File: config.mk
export PLATFORM = sky130hd
export DESIGN_NAME = md_issue_sequencer
export DESIGN_NICKNAME = d
export VERILOG_FILES = /design/src/rtl/md_issue_sequencer_pkg.sv /design/src/rtl/md_dep_check.sv /design/src/rtl/md_issue_sequencer.sv
export SDC_FILE = /design/constraint.sdc
export NUM_CORES = 1
export LEC_CHECK = 0
export ABC_AREA = 1
export CAP_MARGIN = 0
export CORE_ASPECT_RATIO = 1.2
export CORE_MARGIN = 10
export CORE_UTILIZATION = 39
export CTS_CLUSTER_SIZE = 14
export DETAILED_ROUTE_END_ITERATION = 12
export GPL_TIMING_DRIVEN = 0
export PLACE_DENSITY = 0.76
export SYNTH_ARGS = -nofsm -noshare
export SYNTH_HDL_FRONTEND = slang
export SYNTH_SLANG_ARGS = --single-unit
File: constraint.sdc
create_clock -name clk -period 2.7 [get_ports clk]
set_clock_uncertainty 0.2 [all_clocks]
set_input_delay 0.27 -clock clk [delete_from_list [all_inputs] [get_ports clk]]
set_output_delay 0.27 -clock clk [all_outputs]
set_load 0.02 [all_outputs]
File: src/rtl/md_issue_sequencer_pkg.sv
`default_nettype none
// ============================================================================
// Module      : md_issue_sequencer_pkg
// Description : Shared definitions for the MDU issue/writeback sequencer:
//               register address width and FSM state encoding.
// Revision    : 1.0 - initial release
// ============================================================================
package md_issue_sequencer_pkg;

  // 16 architectural registers, none hardwired.
  localparam int MD_REG_ADDR_W = 4;

  typedef logic [1:0] md_state_t;

  // Sequencer states.
  localparam md_state_t ST_IDLE    = 2'd0;
  localparam md_state_t ST_RUN     = 2'd1;
  localparam md_state_t ST_WB_WAIT = 2'd2;

endpackage
`default_nettype wire

File: src/rtl/md_dep_check.sv
`default_nettype none
// ============================================================================
// Module      : md_dep_check
// Description : Combinational hazard detection of the ID instruction against
//               the single outstanding MDU destination register.
//   i_rs1/i_rs2, i_re1/i_re2 : ID source registers and read enables
//   i_rd, i_we               : ID destination register and write enable
//   i_md_op                  : ID instruction is an MDU op
//   i_flush                  : ID instruction squashed (masks every hazard)
//   i_pend_valid, i_pend_rd  : outstanding MDU destination
//   i_busy                   : sequencer is not IDLE
//   o_raw, o_waw, o_struct   : hazard terms
// Revision    : 1.0 - initial release
// ============================================================================
module md_dep_check
  import md_issue_sequencer_pkg::*;
#(
  parameter int REG_ADDR_W = MD_REG_ADDR_W
) (
  input  logic [REG_ADDR_W-1:0] i_rs1,
  input  logic [REG_ADDR_W-1:0] i_rs2,
  input  logic                  i_re1,
  input  logic                  i_re2,
  input  logic [REG_ADDR_W-1:0] i_rd,
  input  logic                  i_we,
  input  logic                  i_md_op,
  input  logic                  i_flush,
  input  logic                  i_pend_valid,
  input  logic [REG_ADDR_W-1:0] i_pend_rd,
  input  logic                  i_busy,
  output logic                  o_raw,
  output logic                  o_waw,
  output logic                  o_struct
);

  logic w_src1_hit;
  logic w_src2_hit;
  logic w_dst_hit;

  assign w_src1_hit = i_re1 & (i_rs1 == i_pend_rd);
  assign w_src2_hit = i_re2 & (i_rs2 == i_pend_rd);
  assign w_dst_hit  = i_we  & (i_rd  == i_pend_rd);

  // A squashed instruction never needs to wait, so the flush masks all terms.
  assign o_raw    = !i_flush & i_pend_valid & (w_src1_hit | w_src2_hit);
  assign o_waw    = !i_flush & i_pend_valid & w_dst_hit;
  assign o_struct = !i_flush & i_md_op & i_busy;

endmodule
`default_nettype wire

File: src/rtl/md_issue_sequencer.sv
`default_nettype none
// ============================================================================
// Module      : md_issue_sequencer
// Description : Launches MDU operations from ID, tracks the single pending
//               destination register, stalls ID on RAW/WAW/structural
//               hazards and shares the register-file write port between
//               pipeline WB traffic (priority) and the MDU result.
//   clk, rst_n         : clock, asynchronous active-low reset
//   rs1_id..md_op_id   : ID stage instruction fields
//   flush_id           : ID instruction squashed by a taken branch
//   wb_pipe_valid      : pipeline WB writes the register file this cycle
//   md_done            : MDU result ready, held until md_ack
//   md_start, md_ack   : MDU launch / result consumed
//   wb_md_sel/wb_md_rd : write port carries MDU result / its address
//   stall_md, md_busy  : ID stall request / sequencer not idle
// Revision    : 1.0 - initial release
// ============================================================================
module md_issue_sequencer
  import md_issue_sequencer_pkg::*;
#(
  parameter int REG_ADDR_W = MD_REG_ADDR_W
) (
  input  logic                  clk,
  input  logic                  rst_n,
  input  logic [REG_ADDR_W-1:0] rs1_id,
  input  logic [REG_ADDR_W-1:0] rs2_id,
  input  logic                  re1_id,
  input  logic                  re2_id,
  input  logic [REG_ADDR_W-1:0] rd_id,
  input  logic                  we_id,
  input  logic                  md_op_id,
  input  logic                  flush_id,
  input  logic                  wb_pipe_valid,
  input  logic                  md_done,
  output logic                  md_start,
  output logic                  md_ack,
  output logic                  wb_md_sel,
  output logic [REG_ADDR_W-1:0] wb_md_rd,
  output logic                  stall_md,
  output logic                  md_busy
);

  md_state_t             r_state;
  md_state_t             w_state_nxt;
  logic                  r_pend_valid;
  logic [REG_ADDR_W-1:0] r_pend_rd;

  logic w_raw;
  logic w_waw;
  logic w_struct;
  logic w_drain;
  logic w_issue;
  logic w_ack;

  md_dep_check #(
    .REG_ADDR_W (REG_ADDR_W)
  ) u_dep_check (
    .i_rs1        (rs1_id),
    .i_rs2        (rs2_id),
    .i_re1        (re1_id),
    .i_re2        (re2_id),
    .i_rd         (rd_id),
    .i_we         (we_id),
    .i_md_op      (md_op_id),
    .i_flush      (flush_id),
    .i_pend_valid (r_pend_valid),
    .i_pend_rd    (r_pend_rd),
    .i_busy       (md_busy),
    .o_raw        (w_raw),
    .o_waw        (w_waw),
    .o_struct     (w_struct)
  );

  // While the result waits for the port, ID is held so bubbles reach WB and
  // free a write slot within at most three cycles.
  assign w_drain  = !flush_id & (r_state == ST_WB_WAIT);
  assign stall_md = w_raw | w_waw | w_struct | w_drain;

  // pend_valid is always clear in IDLE, so only flush or a stall can block.
  assign w_issue  = (r_state == ST_IDLE) & md_op_id & !flush_id & !stall_md;

  always_comb begin
    w_state_nxt = r_state;
    w_ack       = 1'b0;
    case (r_state)
      ST_IDLE: begin
        if (w_issue) begin
          w_state_nxt = ST_RUN;
        end
      end
      ST_RUN: begin
        // Pipeline WB cannot stall, so it keeps the port when both collide.
        if (md_done) begin
          if (!wb_pipe_valid) begin
            w_ack       = 1'b1;
            w_state_nxt = ST_IDLE;
          end else begin
            w_state_nxt = ST_WB_WAIT;
          end
        end
      end
      ST_WB_WAIT: begin
        if (!wb_pipe_valid) begin
          w_ack       = 1'b1;
          w_state_nxt = ST_IDLE;
        end
      end
      default: begin
        w_state_nxt = ST_IDLE;
      end
    endcase
  end

  always_ff @(posedge clk or negedge rst_n) begin
    if (!rst_n) begin
      r_state      <= ST_IDLE;
      r_pend_valid <= 1'b0;
      r_pend_rd    <= '0;
    end else begin
      r_state <= w_state_nxt;
      // pend_valid stays set through the ack cycle so dependents remain
      // stalled until the write has actually happened.
      if (w_issue) begin
        r_pend_valid <= 1'b1;
        r_pend_rd    <= rd_id;
      end else if (w_ack) begin
        r_pend_valid <= 1'b0;
      end
    end
  end

  assign md_start  = w_issue;
  assign md_ack    = w_ack;
  assign wb_md_sel = w_ack;
  assign wb_md_rd  = r_pend_rd;
  assign md_busy   = (r_state != ST_IDLE);

endmodule
`default_nettype wire

==> run_results.csv <==
group,metric,value,unit
global_route,grt_antenna_before_repair,0,
global_route,grt_pass1_wl,3.15,mm
setup_path,critPathKind,"register to output pin",
power_and_ir_drop,powerDensity,796,nW/um^2
setup_path,critical-path-top-delay-family,"buffers and inverters",
clock_network,clock_latency,0.25,ns
synthesis,syn_nets,132,
global_route,overflow,0,
power_and_ir_drop,p_leak,0.000549,uW
clock_network,htreeDepth,1,
placed_design,dp.cells,155,
global_route,grt_pass1_vias,793,
setup_path,r2r_slack,0.89,ns
floorplan,rows,16,
synthesis,synth_top_area_cell,"dfrtp_1",
flow_run,maxCapViolations,0,
sta,final.setup.tns,0,ns
floorplan,die-area,3750,sq um
setup_path,cp-start-kind,"register",
floorplan,die_y,65.1,microns
setup_path,crit_fanout,3,
sta,hold_viol,0,
sta,setup_viol_count_final,0,
synthesis,synth_cells,108,
cells_and_area,num_antenna_cells,0,
clock_network,cts_root_buf,"clkbuf_4",
power_and_ir_drop,ir_drop,0.557,mV
clock_network,clkTransAtPathRegs,0.06,ns
route,ant_nets,0,
synthesis,synth.area.top_cells,"dfrtp_1 (26%), nand2_1 (22%), inv_1 (13%), nor2_1 (6.2%), ha_1 (5.7%)",
global_route,grt_max_degree,11,
sta,whs,0.0844,ns
power_and_ir_drop,total_power,804,uW
synthesis,seq_area_frac_synth,0.265,
route,wire_per_inst,11.9,microns
min_path,hold_class,"primary input to async pin",
sta,worst_slew_pin_slew,0.333,ns
placed_design,post-dp-hpwl,1.54,mm
synthesis,synth_top_area_share,0.265,
sta,post-route-min-period,2.45,ns
setup_path,worstPathCellList,"inv_1, ha_1, a21oi_1, nor3b_2, buf_4, clkdlybuf4s50_1",
clock_network,cts_tree,"done",
setup_path,cp.arrival,1.98,ns
synthesis,synth.distinct_cells,19,
setup_path,critPathCaptureType,"output pin",
clock_network,cts.path.max_buffers,2,
floorplan,start_util,0.408,
setup_path,cp.required,2.23,ns
cells_and_area,final.fill_count,174,
route,vias,751,
sta,rsz0062_at_grt,"false",
cells_and_area,drive_gt1_frac,0.0993,
placed_design,port_buffers,29,
synthesis,ys_warn_count,0,
placed_design,dp_slack,0.165,ns
cells_and_area,finalNonFillerCells,159,
synthesis,syn_avg_cell_area,6.13,sq um
floorplan,io_pins,30,
route,firstDrtPassIters,4,
cells_and_area,nets,166,
clock_network,clock_sinks,7,
sta,fmax,407,MHz
setup_path,cpMaxStageDelayCell,"clkdlybuf4s50_1",
setup_path,cpPeakStageDelay,0.59,ns
floorplan,core_area,1620,sq um
route,drc,0,
synthesis,synth_seq_cells,7,
clock_network,post_cts_buffers,0,
run_status,outcome,"finished clean",
route,routed_wl,1.89,mm
route,drtIter0Drc,16,
setup_path,timing.rr.start,"r_state[0]$_DFFE_PN0P_",
route,routed_via_density,4.72,
clock_network,numCtsBuffers,3,
sta,setup_ws,0.245,ns
placed_design,place_congestion,0.826,
sta,drv_slew,0,
setup_path,worstReg2RegEnd,"wb_md_rd[1]$_DFFE_PN0P_",
floorplan,fp.dieW,57.6,microns
sta,period_share,0.909,
sta,slew_headroom,0.777,
global_route,gr-usage-all-layers,0.0999,
setup_path,path_buf_inv,3,
setup_path,reg2regPathDepth,8,
cells_and_area,area_delta_synth_final,52.6,%
synthesis,synth_area,662,sq um
-- layout by cell type, fill, tap and decap left out --
master,netlist,routed
nand2_1,38,38
clkdlybuf4s50_1,0,28
inv_1,23,23
nor2_1,11,11
dfrtp_1,7,7
nand3_1,6,6
o21ai_2,4,4
o21ai_0,3,3
ha_1,3,3
clkbuf_4,0,3
xnor2_1,2,2
nand4_1,2,2
a21oi_1,1,1
nor3b_2,0,1
nor2_2,1,1
o21bai_1,1,1
nor3_2,0,1
nand4_2,1,1
buf_6,1,1
nand2_2,1,1
buf_4,1,1
clkbuf_1,0,1
dlygate4sd2_1,0,1
-- flip-flops by register name (all words and copies together), names as in the netlist --
| name | flops |
|---|---|
| r_pend_valid | 1 |
| r_state | 2 |
| wb_md_rd | 4 |
-- layer usage --
layer / wire length, microns / global-route usage
met2: 844 / 0.165
met4: 19 / 0.0382
met1: 821 / 0.105
met5: 0 / 0
met3: 204 / 0.0519
-- where the power goes --
group / leakage (uW) / switching (uW) / internal [uW]
registers: 0.0000858 / 53.8 / 150
logic: 0.000448 / 278 / 228
clock network: 0.0000150 / 39.0 / 56.4
total: 0.000549 / 370 / 434
-- worst max path at each step --
stage               slack [ns]        end  cells past startpoint                    from
CTS                        0.1  wb_md_sel                      6  r_state[0]$_DFFE_PN0P_
finish                    0.25  wb_md_sel                      6  r_state[0]$_DFFE_PN0P_
floorplan                 0.68  wb_md_sel                      5  r_state[1]$_DFFE_PN0P_
detailed placement        0.16   md_start                      9                rd_id[1]
global placement          0.19   md_start                      9                rd_id[1]
global route              0.09  wb_md_sel                      6  r_state[0]$_DFFE_PN0P_
-- repair_timing --
| action | CTS | global route |
|---|---|---|
| endpoints found under the setup margin | 1 | 1 |
| pin swaps | 0 | 0 |
| hold buffers | 0 | 0 |
| gates resized for setup | 2 | 1 |
| cloned | 0 | 0 |
-- layout make-up --
class	count	area [sq um]	area share
plain buffers	2	18.8	0.0186
clock buffers	4	26.3	0.0260
inverters	23	86.3	0.0855
multi-input cells	76	392	0.388
flip-flops and latches	7	175	0.173
well taps	18	22.5	0.0223
repair buffers	29	289	0.286
-- through the flow --
step	utilization	area, sq um
finish	0.623	1010
global route	0.623	1010
CTS	0.620	1000
detailed placement	0.601	975
global placement	0.601	975
floorplan	-	662
-- synthesized netlist by cell type, drive strengths merged --
cell    number
a21oi        1
buf          2
dfrtp        7
ha           3
inv         23
nand2       39
nand3        6
nand4        3
nor2        12
nor3         1
nor3b        1
o21ai        7
o21bai       1
xnor2        2
-- cell families (layout without fill, tap and decap cells) --
logic type	Yosys count	in the layout	synth area share
compound gates	9	9	0.0945
xor+xnor	2	2	0.0265
simple gates	62	62	0.399
buf+inv	25	58	0.159
flops	7	7	0.265
fa+ha+maj	3	3	0.0567
Note: power is estimated with default switching activity, not from simulation.
